**config.mk**
```make
export PLATFORM = sky130hd
export DESIGN_NAME = pixel_plot_sink
export DESIGN_NICKNAME = d
export VERILOG_FILES = /design/src/rtl/pixel_plot_sink.sv
export SDC_FILE = /design/constraint.sdc
export NUM_CORES = 1
export LEC_CHECK = 0
export ABC_AREA = 1
export BUFFER_PORTS_ARGS = -buffer_cell sky130_fd_sc_hd__buf_2
export CORE_MARGIN = 4
export CORE_UTILIZATION = 30
export CTS_CLUSTER_DIAMETER = 150
export CTS_CLUSTER_SIZE = 10
export DETAILED_ROUTE_END_ITERATION = 16
export HOLD_SLACK_MARGIN = 0.06
export PLACE_DENSITY_LB_ADDON = 0.25
export SLEW_MARGIN = 20
export SYNTH_ARGS = -nofsm -noshare
export SYNTH_HDL_FRONTEND = slang
export SYNTH_SLANG_ARGS = --single-unit
```
**constraint.sdc**
```tcl
create_clock -name clk -period 2.9 [get_ports clk]
set_input_delay 0.58 -clock clk [delete_from_list [all_inputs] [get_ports clk]]
set_output_delay 0.58 -clock clk [all_outputs]
set_load 0.05 [all_outputs]
```
**src/rtl/pixel_plot_sink.sv**
```systemverilog
// rtl/pixel_plot_sink.sv - buffered pixel plot requests drained to a framebuffer write port
// Optional PLOT_CLIP_EN: discard requests outside the 160x120 screen.
module pixel_plot_sink #(
    parameter int FIFO_DEPTH = 8
) (
    input  logic        clk,
    input  logic        reset_n,
    input  logic [7:0]  x,
    input  logic [6:0]  y,
    input  logic [23:0] colour,
    input  logic        plot,
    input  logic        mem_ready,
    input  logic        overflow_clr,
    output logic [14:0] mem_addr,
    output logic [8:0]  mem_data,
    output logic        mem_wren,
    output logic [4:0]  fifo_count,
    output logic        busy,
    output logic        overflow
);
    typedef enum logic {S_IDLE, S_WRITE} state_t;

    localparam int         AW      = (FIFO_DEPTH > 1) ? $clog2(FIFO_DEPTH) : 1;
    localparam logic [4:0] DEPTH_C = 5'(FIFO_DEPTH);

    state_t          state_q, state_d;
    logic [AW-1:0]   wptr_q, wptr_d, rptr_q, rptr_d;
    logic [4:0]      count_q, count_d;
    logic            overflow_q, overflow_d;
    logic [23:0]     fifo_q [FIFO_DEPTH];
    logic [23:0]     fifo_d [FIFO_DEPTH];

    logic            in_range, full, pop, push, drop;
    logic [14:0]     addr_calc;
    logic [23:0]     entry, head;

`ifdef PLOT_CLIP_EN
    assign in_range = (x < 8'd160) && (y < 7'd120);
`else
    assign in_range = 1'b1;
`endif

    // Entry packs {address[14:0], rgb333[8:0]} so the head drives both outputs directly.
    assign addr_calc = ({8'd0, y} * 15'd160) + {7'd0, x};
    assign entry     = {addr_calc, colour[23:21], colour[15:13], colour[7:5]};
    assign head      = fifo_q[rptr_q];
    assign full      = (count_q == DEPTH_C);
    assign pop       = (state_q == S_WRITE) && mem_ready;
    assign push      = plot && in_range && (!full || pop);
    assign drop      = plot && in_range && full && !pop;

    always_comb begin
        state_d    = state_q;
        wptr_d     = wptr_q;
        rptr_d     = rptr_q;
        count_d    = count_q;
        overflow_d = overflow_q;
        fifo_d     = fifo_q;

        if (push) begin
            fifo_d[wptr_q] = entry;
            wptr_d         = wptr_q + 1'b1;
        end
        if (pop) begin
            rptr_d = rptr_q + 1'b1;
        end
        count_d = count_q + {4'd0, push} - {4'd0, pop};

        if (drop) begin
            overflow_d = 1'b1;
        end else if (overflow_clr) begin
            overflow_d = 1'b0;
        end

        // IDLE waits one edge after the first push; WRITE keeps streaming while entries remain.
        case (state_q)
            S_IDLE:  state_d = (count_q != 5'd0) ? S_WRITE : S_IDLE;
            S_WRITE: state_d = (count_d != 5'd0) ? S_WRITE : S_IDLE;
            default: state_d = S_IDLE;
        endcase
    end

    always_ff @(posedge clk or negedge reset_n) begin
        if (!reset_n) begin
            state_q    <= S_IDLE;
            wptr_q     <= '0;
            rptr_q     <= '0;
            count_q    <= 5'd0;
            overflow_q <= 1'b0;
            for (int i = 0; i < FIFO_DEPTH; i++) begin
                fifo_q[i] <= 24'd0;
            end
        end else begin
            state_q    <= state_d;
            wptr_q     <= wptr_d;
            rptr_q     <= rptr_d;
            count_q    <= count_d;
            overflow_q <= overflow_d;
            fifo_q     <= fifo_d;
        end
    end

    assign mem_wren   = (state_q == S_WRITE);
    assign mem_addr   = mem_wren ? head[23:9] : 15'd0;
    assign mem_data   = mem_wren ? head[8:0]  : 9'd0;
    assign fifo_count = count_q;
    assign busy       = (count_q != 5'd0) || mem_wren;
    assign overflow   = overflow_q;
endmodule
```
======== Yosys cells after proc, flatten, opt, wreduce, memory -nomap -nowiden ========
Cells that the tools add are included.
Widths: inputs -> output; s select.
word-level totals
  flip-flop bits (word level) ............. 205
  input bits .............................. 44
  output and inout bits ................... 32
  logic and storage cells ................. 51
cells by class
  add/sub/neg operators ................... 5
  multiply operators ...................... 1
  $lt $le $gt $ge ......................... 3
  eq/ne operators ......................... 1
  mux-type cells .......................... 13
  bitwise gates (word level) .............. 3
  reductions and logical operators ........ 12
operators by type and width
  cell                  count
  $bwmux 192            1
  $bmux 24 s3           1
  $demux 24 s3          1
  $mux 24               3
  $add 15x8->15         1
  $mux 15               1
  $mul 7x3->10 const B  1
  $reduce_bool 5->1     2
  $mux 9                1
  $ge 4x4->1 const B    2
  $not 3->4             2
  $add 3x1->3 const B   2
  $add 5x1->5           1
  $eq 5x4->1 const B    1
  $logic_and 1x1->1     5
  $sub 5x1->5           1
  $lt 4x1->1 const B    1
  $mux 1                4
  $logic_not 1->1       2
  $logic_or 1x1->1      2
  $pmux 1 s2            1
  $reduce_bool 2->1     1
  $not 1->1             1

======== Logic depth before layout (Yosys ltp) ========
Gate-level depths: netlist of run 1.
  depth in word-level cells ............... 9
  gate-level depth with buffers ........... 15

======== Worst setup path before layout of run 1 ========
No wires, ideal clock.
  path type ............................... register to register
  from .................................... register count_q[2] (netlist: fifo_count[2])
  to ...................................... register state_q (netlist: mem_wren)
  setup time .............................. 0.078 ns
  arrival time ............................ 2.566 ns
  data required time ...................... 2.822 ns
  path slack .............................. 0.257 ns
  stages on the path, launching flop included .. 16
  cells stage by stage .................... dfrtp_1 inv_1 ha_1 nand3_2 nand2_2 inv_2 buf_6 nand2_1 nand2_1 ha_1 inv_1 fa_1 o21ai_0 xor2_1 nor2_1 a21oi_1
between the ends
  longest elaborated chain between the ends .. 9
RTL lines
  item                      RTL line  RTL
  start: declaration        28        logic [4:0] count_q, count_d;
  start signal: assignment  97        count_q <= count_d;
  $eq 5x4->1                47        assign full = (count_q == DEPTH_C);
  $logic_not 1->1           49        assign push = plot && in_range && (!full || pop);
  $logic_or 1x1->1          49
  $logic_and 1x1->1         49
  $add 5x1->5 *             67        count_d = count_q + {4'd0, push} - {4'd0, pop};
  $sub 5x1->5 *             67
  named net count_d[4]      28
  $reduce_bool 5->1 *       78        S_WRITE: state_d = (count_d != 5'd0) ? S_WRITE : S_IDLE;
  $mux 1 *                  78
  $pmux 1 s2 *              76        case (state_q)
  named net state_d         26        state_t state_q, state_d;
  end signal: assignment    94        state_q <= state_d;
  end: declaration          26
The timed path passes the listed nets; every way through them passes the cells marked *.
A chain may end at the register's enable or synchronous reset.

======== Worst setup path in the final report of run 1 ========
  from .................................... register rptr_q[0]
  to ...................................... output mem_addr[12]
between the ends
  longest elaborated chain between the ends .. 5
RTL lines
  item                                        RTL line  RTL
  start: declaration                          27        logic [AW-1:0] wptr_q, wptr_d, rptr_q, rptr_d;
  start signal: assignment                    96        rptr_q <= rptr_d;
  $not 3->4 (not written as such)             46        assign head = fifo_q[rptr_q];
  $bmux 24 s3                                 46
  $mux 24 (not written as such) (2 in a row)  46
  $mux 15                                     104       assign mem_addr = mem_wren ? head[23:9] : 15'd0;
  end: declaration                            14        output logic [14:0] mem_addr,
Every way passes these cells. The select of a mux whose other input is x is not followed.

==> summary.txt, run 1 <==
Die
  • Core box area: 0.0326 mm2
  • Initial Utilization: 30.5%
  • Die area: 0.0362 mm2
  • Die Y: 190 um
  • Die width: 190 um
  • I/O Pins: 76
  • Row Count: 66

Global route
  • Via count of the first global-routing pass: 8089
  • Largest net degree at the start of global routing: 55
  • First-pass GRT wire length: 44700 um
  • Antenna violations before repair: 0
  • GRT Residual Overflow: 0
  • GRT Util Overall: 15.1%

Timing
  • Worst slew pin tran: 0.653 ns
  • Min cycle time layout: 2.84 ns
  • Normalized max-slew margin: 56.3%
  • Setup TNS Final: 0 ns
  • Final setup viols: 0
  • Unrepaired setup endpoints after global routing: true
  • Final hold vios: 0
  • Setup Skew: 0.0112 ns
  • Achievable frequency: 352 MHz
  • Fin crit share: 97.8%
  • Fin worst setup slack: 0.0629 ns
  • Max Slew Vio Count: 0

Synth
  • Part of the Yosys area used for sequential elements: 51.5%
  • Synth Register Bits: 205
  • Synth warn: 0
  • Synth Flop Type: dfrtp_1
  • Ranking of synthesized cells by area: dfrtp_1 52%, o21ai_0 14%, nand2_1 12%
  • EDFF count, synth: 0
  • Post-Syn Area: 0.00996 mm2
  • Synth area leader: dfrtp_1
  • Synthesized instance count: 1232
  • Syn_nets: 1300
  • Asr flop ratio synth: 100%
  • Count of cell types in the netlist: 30
  • Average size of a mapped cell: 8.09 um2
  • Yosys top cell area share: 51.5%
  • Most frequent cell after synthesis: nand2_1
  • Top post-synthesis cells by count: 308 x nand2_1, 279 x o21ai_0, 205 x dfrtp_1, 158 x nor2_1, 66 x inv_1

Pwr
  • Power Total: 0.0157 W
  • Power Dens Cells: 1330 mW/mm2
  • Peak supply drop: 0.000860 V
  • Leak: 5.66 nW

CTS
  • Max Root-Sink Buffers: 3
  • CTS Root Cell: clkbuf_16
  • Htree depth: 1
  • Sink Count: 205
  • Clock Pin Slew Worst Setup and Hold Paths: 0.06 ns
  • CTS Buf Count: 24
  • CTS tree: built
  • Worst skew pair latency: 0.51 ns

Setup path
  • Critical path required time: 2.32 ns
  • CP endpoint kind: primary output
  • CP max stage cell: dfrtp_4
  • Critical path startpoint category: register
  • Worst path arrival time: 2.26 ns
  • Critical Path, Cell by Cell: buf_12 > nor2_1 > nor2_1 > o21ai_0 > o21ai_0 > o21ai_0 > a31oi_1 > buf_4
  • CP dominant cell by count: o21ai_0
  • Critical path type: register to primary output
  • Critical path's largest stage delay: 0.51 ns
  • Critical path peak fanout: 46

Detailed routing
  • Routed WL per cell: 15.9 um
  • Routed wire length: 27600 um
  • Number of detailed-route iterations in the first pass: 4
  • Initial drt markers: 604
  • Vias: 8217
  • Vias per std cell: 4.74
  • Final ANT Viol Nets: 0
  • DRC Markers: 0

Finish
  • N_diodes: 0
  • Fraction of layout cells with a size suffix above 1: 13.1%
  • Syn-to-layout area delta: 18.2%
  • Post-layout util: 36.1%
  • Fin nets: 1358

Job
  • Maxcap violations: 0

Placement
  • Number of I/O port buffers: 60
  • Post-DP HPWL: 17100 um
  • GP Congestion: 0.770
  • Place WS: -0.0453 ns

Run status
  • Outcome: completed

Worst hold path
  • Hold Crit Class: input pin to register
## through the flow
step | instance area [um2] | hold slack (ns) | std cells
final | 11800 | 0.259 | 1733
after global routing | 11800 | 0.241 | 1733
after CTS | 11600 | 0.237 | 1730
after detailed placement | 10800 | 0.460 | 1697
after global placement | 10800 | 0.456 | 1697
after floorplan | 9960 | 0.284 | 1232
## per-layer routing
metal | vias to the layer above | track usage (%) | share of wire (%)
li1 | 4125 | - | -
met1 | 3931 | 22.0 | 50
met2 | 132 | 24.7 | 46
met3 | 29 | 1.54 | 3.1
met4 | 0 | 3.31 | 1.4
met5 | - | 0 | 0
## registers in the layout (all words and copies together) (netlist names)
register    cells
fifo_q        192
fifo_count      5
rptr_q          3
wptr_q          3
mem_wren        1
overflow        1
## worst paths after layout
check / start / slack [ns] / end / cells past startpoint
max: rptr_q[0] / 0.06 / mem_addr[12] / 8
min: overflow_clr / 0.26 / overflow / 2
max reg2reg: fifo_count[2] / 0.54 / mem_wren / 14
max in group asynchronous: reset_n / 1.67 / fifo_q[186] / 3
min reg2reg: fifo_q[184] / 0.47 / fifo_q[184] / 2
min in group asynchronous: reset_n / 0.58 / fifo_count[2] / 2
## placed cells by master, fill, tap and decap left out, types with 2 or more instances in the layout
cell type   synthesis  routed
a21oi_1            24      22
a21oi_2             0       2
a31oi_1            24      17
a31oi_2             0       5
a31oi_4             0       2
buf_12              0      10
buf_2              19      40
buf_4              16      40
buf_6               3       5
clkbuf_16           0      27
clkbuf_4            0       3
clkinvlp_4          0       2
dfrtp_1           205     203
fa_1                3       3
ha_1               21      21
inv_1              66      65
inv_2               7       6
nand2_1           308     308
nand2_2             4       4
nand2_4             3       3
nand3_1            18      18
nor2_1            158     157
nor2_2              1       2
o21ai_0           279     277
o21ai_1            11      13
o21ai_2            10      10
xnor2_1             5       5
xor2_1              6       6
## final cells by class
cell class	instances	area, um2
clock inverters	1	7.51
well taps	442	553
repair buffers	104	913
fillers	3382	20800
clock buffers	26	629
inverters	73	283
flip-flops and latches	205	5130
multi-input cells	882	4250
## cells by family after synthesis
logic type	share of synthesized area, %
buf+inv	6.53
compound gates	18.2
xor+xnor	0.967
flops	51.5
fa+ha+maj	3.24
simple gates	19.5
## what timing repair did
action,4_1_cts,5_1_grt
setup endpoints to repair,20,22
pin swaps,1,0
hold buffers,1,0
setup buffers,4,1
cloned,1,2
hold endpoints to repair,42,0
gates resized for setup,22,25
## worst max-delay path: cells and delay by family (launching register included)
kind	cells	cell delay, ns
AO/OA/AOI/OAI	4	0.54
buffers and inverters	2	0.51
flip-flops	1	0.51
AND/OR/NAND/NOR	2	0.15
## power by group
part / leakage [nW] / total [W] / switching, W / internal, W
Clock: 0.309 / 0.00263 / 0.00112 / 0.00151
Sequential: 2.57 / 0.00487 / 0.000681 / 0.00419
Combinational: 2.79 / 0.00818 / 0.00545 / 0.00273
Total: 5.66 / 0.0157 / 0.00724 / 0.00843
Note: power is estimated with default switching activity, not from simulation.
==> run 2, diff against run 1 <==
PLACE_DENSITY = 0.55   (was not set)
PLACE_DENSITY_LB_ADDON = not set   (was 0.25)
==> summary.txt, run 2 (synthesized netlist as in run 1, its figures left out) <==
Detailed routing
  • DRC Markers: 0 (unchanged)
  • DRT met1 WL: 13600 um (-1.1%)
  • Vias per std cell: 4.85 (+2.3%)
  • Routed WL per cell: 16.3 um (+2.8%)
  • Routed wire length: 28500 um (+3.3%)
  • Top layer used by detailed routing: met4
  • Number of detailed-route iterations in the first pass: 5 (+1)
  • Routed wl met3: 1190 um (+38%)
  • Vias: 8451 (+2.8%)
  • Final ANT Viol Nets: 0 (unchanged)
  • DR WL met2: 13400 um (+6.3%)
  • Initial drt markers: 581 (-3.8%)

Global route
  • Largest net degree at the start of global routing: 68 (+24%)
  • Antenna violations before repair: 0 (unchanged)
  • Via count of the first global-routing pass: 8150 (+0.75%)
  • GRT Residual Overflow: 0 (unchanged)
  • First-pass GRT wire length: 44900 um (+0.51%)
  • GRT Util Overall: 15.3% (+0.16 points)

Finish
  • Largest register FFs: 192 (unchanged)
  • Syn-to-layout area delta: 19.7%
  • Fin nets: 1366 (+0.59%)
  • Largest Register: fifo_q
  • Post-layout util: 36.6% (+0.47 points)
  • Finished Cell Area: 0.0119 mm2 (+1.3%)
  • N_diodes: 0 (unchanged)
  • Most common cell after layout, fill and taps aside: nand2_1
  • Highest-count cells in the layout ignoring fill and taps: 306 x nand2_1, 264 x o21ai_0, 203 x dfrtp_1, 157 x nor2_1, 66 x inv_1
  • Fraction of layout cells with a size suffix above 1: 13.5% (+0.45 points)

Setup path
  • Critical path startpoint category: register
  • Setup slack, reg-to-reg: 0.55 ns (about the same)
  • Critical path peak fanout: 25 (-46%)
  • Cell family with most CP delay: buffers and inverters
  • Cells on worst reg2reg path: 14 (unchanged)
  • Critical path required time: 2.32 ns (about the same)
  • Critical path type: register to primary output
  • Reg2reg start: fifo_count[2]
  • WP buf/inv: 4 (+2)
  • CP max stage cell: dfrtp_4
  • Critical Path, Cell by Cell: buf_8 > inv_8 > bufbuf_16 > a21oi_1 > o21ai_1 > nand3_1 > nand2_2 > a31oi_4 > buf_6
  • Critical path's largest stage delay: 0.45 ns (-0.06 ns)
  • CP endpoint kind: primary output
  • Worst path arrival time: 2.26 ns (about the same)
  • R2r endpoint: mem_wren

Timing
  • Min cycle time layout: 2.84 ns (+0.00544 ns)
  • Achievable frequency: 352 MHz (-0.19%)
  • Normalized max-slew margin: 46.3% (-10 points)
  • Unrepaired setup endpoints after global routing: true
  • Final setup viols: 0 (unchanged)
  • Setup Skew: 0.0165 ns (+0.00534 ns)
  • Fin crit share: 98.0% (+0.19 points)
  • Max Slew Vio Count: 0 (unchanged)
  • Setup TNS Final: 0 ns (unchanged)
  • Final hold vios: 0 (unchanged)
  • Worst slew pin tran: 0.803 ns (+0.151 ns)

Die
  • Core box area: 0.0326 mm2 (unchanged)
  • Die Y: 190 um (unchanged)
  • Die width: 190 um (unchanged)
  • Die area: 0.0362 mm2 (unchanged)
  • Row Count: 66 (unchanged)
  • Initial Utilization: 30.5% (unchanged)
  • I/O Pins: 76 (unchanged)

CTS
  • CTS tree: built
  • CTS Root Cell: clkbuf_16
  • Sink Count: 205 (unchanged)
  • Max Root-Sink Buffers: 3 (unchanged)
  • Clock Pin Slew Worst Setup and Hold Paths: 0.06 ns (about the same)
  • Worst skew pair latency: 0.51 ns (about the same)
  • CTS Buf Count: 24 (unchanged)
  • Htree depth: 1 (unchanged)

Pwr
  • Power Dens Cells: 1350 mW/mm2 (+1.0%)
  • Switching pwr: 0.00738 W (+1.9%)
  • Leak: 5.75 nW (+1.6%)
  • Peak supply drop: 0.000767 V (-11%)
  • Switch share: 46.0% (-0.21 points)
  • Logic pwr share: 53.2% (+1.0 points)
  • Power Total: 0.0160 W (+2.3%)
  • Flop pwr share: 30.4% (-0.7 points)
  • Internal: 0.00866 W (+2.7%)
  • Power share of the clock group: 16.4% (-0.4 points)

Worst hold path
  • Hold Path Sink: overflow
  • Worst hold stages: 2 (unchanged)
  • Hold Crit Class: input pin to register
  • HP Start: overflow_clr

Placement
  • Number of I/O port buffers: 60 (unchanged)
  • Placed Area: 0.0108 mm2 (unchanged)
  • Post-DP HPWL: 17100 um (+0.29%)
  • GP Congestion: 0.799 (+3.8%)

Job
  • Maxcap violations: 0 (unchanged)

Run status
  • Outcome: completed
==> run 2: cell count changes in the layout (fill, tap and decap cells not counted), moves of 2 or more <==
cell	delta
o21ai_0	-13
o21ai_1	+13
buf_8	+2
a21oi_1	+2
a21oi_2	-2
nand2_2	+2
buf_2	-2
buf_6	+2
buf_4	+3
nand2_1	-2
clkbuf_16	+3
==> run 2: power by group through the flow <==
stage	Sequential (W)	Clock [W]	Combinational, W
floorplan	0.00487	0	0.00535
global placement	0.00491	0	0.00739
detailed placement	0.00494	0	0.00748
CTS	0.00487	0.00269	0.00793
global route	0.00503	0.00282	0.00936
finish	0.00487	0.00263	0.00853
==> run 2: worst max path at each step <==
stage,cells past startpoint,slack (ns),endpoint,start
2_1_floorplan,15,0.26,mem_wren,fifo_count[2]
3_3_place_gp,15,0.04,fifo_q[22],y[1]
3_5_place_dp,14,-0.03,fifo_q[189],y[1]
4_1_cts,8,0.005,mem_addr[9],rptr_q[0]
5_1_grt,9,-0.04,mem_addr[9],rptr_q[0]
6_report,9,0.06,mem_addr[9],rptr_q[0]
==> run 2: worst register-to-register path, delay by kind of cell, from the launching register on <==
kind	cells	cell delay, ns
flops	1	0.37
xor+xnor	1	0.23
simple gates	5	0.32
compound gates	2	0.37
fa+ha+maj	3	0.77
buf+inv	3	0.20
==> run 2: metrics by stage <==
| stage | instances | setup WS, ns | hold slack (ns) |
|---|---|---|---|
| 2_1_floorplan | 1232 | 0.257 | 0.284 |
| 3_3_place_gp | 1697 | 0.0415 | 0.456 |
| 3_5_place_dp | 1697 | -0.0268 | 0.460 |
| 4_1_cts | 1731 | 0.00496 | 0.247 |
| 5_1_grt | 1742 | -0.0377 | 0.250 |
| 6_report | 1742 | 0.0575 | 0.265 |
==> run 2: repair_timing <==
action	4_1_cts	5_1_grt
resized for setup	18	51
endpoints found under the setup margin	22	21
buffers inserted	3	5
cloned	2	6
pin swaps	0	3
endpoints found under the hold margin	14	0
hold buffers	1	0
==> run 2: cell type report <==
class / count / area (um2)
Inverter: 73 / 282
Tap cell: 442 / 553
Multi-Input combinational cell: 882 / 4250
Fill cell: 3361 / 20700
Sequential cell: 205 / 5130
Clock inverter: 1 / 7.51
Clock buffer: 27 / 633
Timing Repair Buffer: 112 / 1070
==> run 2: per-layer routing <==
| metal | vias up | global-route usage (%) |
|---|---|---|
| li1 | 4142 | - |
| met1 | 4081 | 21.9 |
| met2 | 201 | 25.4 |
| met3 | 27 | 1.79 |
| met4 | 0 | 2.87 |
| met5 | - | 0 |
==> run 3, diff against run 2 <==
REMOVE_ABC_BUFFERS = 1   (was not set)
==> summary.txt, run 3 (synthesized netlist as in run 1, its figures left out) <==
Run status
  • Outcome: completed

Placement
  • Post-DP HPWL: 16200 um (-5.1%)
  • Number of I/O port buffers: 60 (unchanged)
  • Placed insts: 1701 (+0.24%)
  • Placed Area: 0.0109 mm2 (+0.83%)
  • GP Congestion: 0.762 (-4.7%)

Die
  • Die area: 0.0362 mm2 (unchanged)
  • Die Y: 190 um (unchanged)
  • Core box area: 0.0326 mm2 (unchanged)
  • Initial Utilization: 30.5% (unchanged)
  • I/O Pins: 76 (unchanged)
  • Row Count: 66 (unchanged)
  • Die width: 190 um (unchanged)

Detailed routing
  • DR WL met2: 11900 um (-11%)
  • Top layer used by detailed routing: met4
  • Routed wl met3: 1060 um (-11%)
  • DRC Markers: 0 (unchanged)
  • Number of detailed-route iterations in the first pass: 5 (unchanged)
  • Vias per std cell: 4.76 (-1.9%)
  • Final ANT Viol Nets: 0 (unchanged)
  • Routed wire length: 26700 um (-6.1%)
  • Initial drt markers: 626 (+7.7%)
  • Routed WL per cell: 15.4 um (-5.8%)
  • DRT met1 WL: 13300 um (-1.9%)
  • Vias: 8261 (-2.2%)

Setup path
  • Cells on worst reg2reg path: 14 (unchanged)
  • CP max stage cell: dfrtp_2
  • CP dominant cell by count: o21ai_0
  • Critical Path, Cell by Cell: inv_8 > buf_16 > buf_12 > nor2_1 > o21ai_0 > o21ai_0 > a31oi_1 > buf_4
  • Worst path arrival time: 2.25 ns (about the same)
  • Critical path peak fanout: 22 (-12%)
  • Critical path required time: 2.32 ns (about the same)
  • Reg2reg start: fifo_count[2]
  • R2r endpoint: mem_wren
  • Critical path's largest stage delay: 0.49 ns (+0.04 ns)
  • Critical path type: register to primary output
  • Setup slack, reg-to-reg: 0.56 ns (about the same)
  • Critical path startpoint category: register
  • CP endpoint kind: primary output

CTS
  • Clock Pin Slew Worst Setup and Hold Paths: 0.06 ns (about the same)
  • Sink Count: 205 (unchanged)
  • CTS Root Cell: clkbuf_16
  • Htree depth: 1 (unchanged)
  • Worst skew pair latency: 0.51 ns (about the same)
  • Max Root-Sink Buffers: 3 (unchanged)
  • CTS Buf Count: 24 (unchanged)
  • Post-CTS Hold Buffers: 0 (-1)
  • CTS tree: built

Pwr
  • Peak supply drop: 0.000834 V (+8.8%)
  • Switch share: 46.0% (about the same)
  • Logic pwr share: 51.6% (-1.6 points)
  • Internal: 0.00834 W (-3.7%)
  • Flop pwr share: 31.6% (+1.2 points)
  • Leak: 5.69 nW (-1.1%)
  • Switching pwr: 0.00712 W (-3.5%)
  • Power Dens Cells: 1310 mW/mm2 (-2.5%)
  • Power share of the clock group: 16.9% (+0.5 points)

Timing
  • Max Slew Vio Count: 0 (unchanged)
  • Final hold slack: 0.0601 ns (-0.205 ns)
  • Achievable frequency: 353 MHz (+0.38%)
  • Final hold vios: 0 (unchanged)
  • Normalized max-slew margin: 60.0% (+14 points)
  • Fin crit share: 97.6% (-0.37 points)
  • Final setup viols: 0 (unchanged)
  • Min cycle time layout: 2.83 ns (-0.0107 ns)
  • Worst slew pin tran: 0.599 ns (-0.205 ns)
  • Unrepaired setup endpoints after global routing: true
  • Setup Skew: 0.00966 ns (-0.00684 ns)

Global route
  • Via count of the first global-routing pass: 8200 (+0.61%)
  • GRT Util Overall: 14.6% (-0.72 points)
  • Antenna violations before repair: 0 (unchanged)
  • GRT Residual Overflow: 0 (unchanged)
  • First-pass GRT wire length: 43600 um (-3.1%)
  • Largest net degree at the start of global routing: 59 (-13%)

Worst hold path
  • Hold Crit Class: input pin to async pin

Finish
  • Fraction of layout cells with a size suffix above 1: 13.0% (-0.56 points)
  • N_diodes: 0 (unchanged)
  • Fin nets: 1361 (-0.37%)
  • Post-layout util: 36.2% (-0.40 points)
  • Largest Register: fifo_q
  • Finished Cell Area: 0.0118 mm2 (-1.1%)
  • Highest-count cells in the layout ignoring fill and taps: 308 x nand2_1, 279 x o21ai_0, 203 x dfrtp_1, 158 x nor2_1, 65 x inv_1
  • Most common cell after layout, fill and taps aside: nand2_1
  • Syn-to-layout area delta: 18.4%
  • Largest register FFs: 192 (unchanged)
  • Non-filler cells, final: 1736 (-0.34%)

Job
  • Maxcap violations: 0 (unchanged)
[run 3: worst max-delay path by stage]
stage                    to       from  slack, ns  cells after the start
6_report        mem_data[8]  rptr_q[0]       0.07                      8
5_1_grt         mem_data[8]  rptr_q[0]      -0.04                      8
4_1_cts         mem_data[8]  rptr_q[0]      -0.02                      8
3_5_place_dp    fifo_q[189]       y[1]       0.01                     14
3_3_place_gp    fifo_q[165]       y[1]       0.06                     14
2_1_floorplan  mem_addr[10]  rptr_q[0]      -1.58                      6
[run 3: power by group through the flow]
stage	clock network, W	registers (W)	logic, W
2_1_floorplan	0	0.00509	0.00488
3_3_place_gp	0	0.00485	0.00741
3_5_place_dp	0	0.00489	0.00748
4_1_cts	0.00269	0.00487	0.00765
5_1_grt	0.00278	0.00505	0.00885
6_report	0.00261	0.00488	0.00797
[run 3: critical path, delay by kind of cell, from the launching register on]
family	cells	cell delay, ns
AND/OR/NAND/NOR	1	0.05
AO/OA/AOI/OAI	3	0.47
flip-flops	1	0.49
buffers and inverters	4	0.72
[run 3: metal layers]
layer  vias up  global-route usage, %
li1       4130                      -
met1      3930                   21.4
met2       161                   23.0
met3        40                   2.16
met4         0                   2.96
met5         -                      0
[run 3: repair_timing]
action / 4_1_cts / 5_1_grt
setup endpoints to repair: 22 / 21
resized for setup: 12 / 30
endpoints found under the hold margin: 0 / 0
setup buffers: 4 / 1
pin swaps: 0 / 0
cloned: 0 / 3
[run 3: metrics by stage]
step / total power (W) / setup slack [ns] / TNS (ns)
detailed placement: 0.0124 / 0.0112 / 0
finish: 0.0155 / 0.0682 / 0
CTS: 0.0152 / -0.0249 / -0.0497
global placement: 0.0123 / 0.0552 / 0
global route: 0.0167 / -0.0445 / -0.239
floorplan: 0.00998 / -1.58 / -27.09
[run 3: final cells by class]
type,instances,area (um2)
inverter,73,288
timing repair buffer,107,963
multi-input combinational,882,4220
clock inverter,1,7.51
sequential,205,5130
fill,3391,20800
tap,442,553
clock buffer,26,629
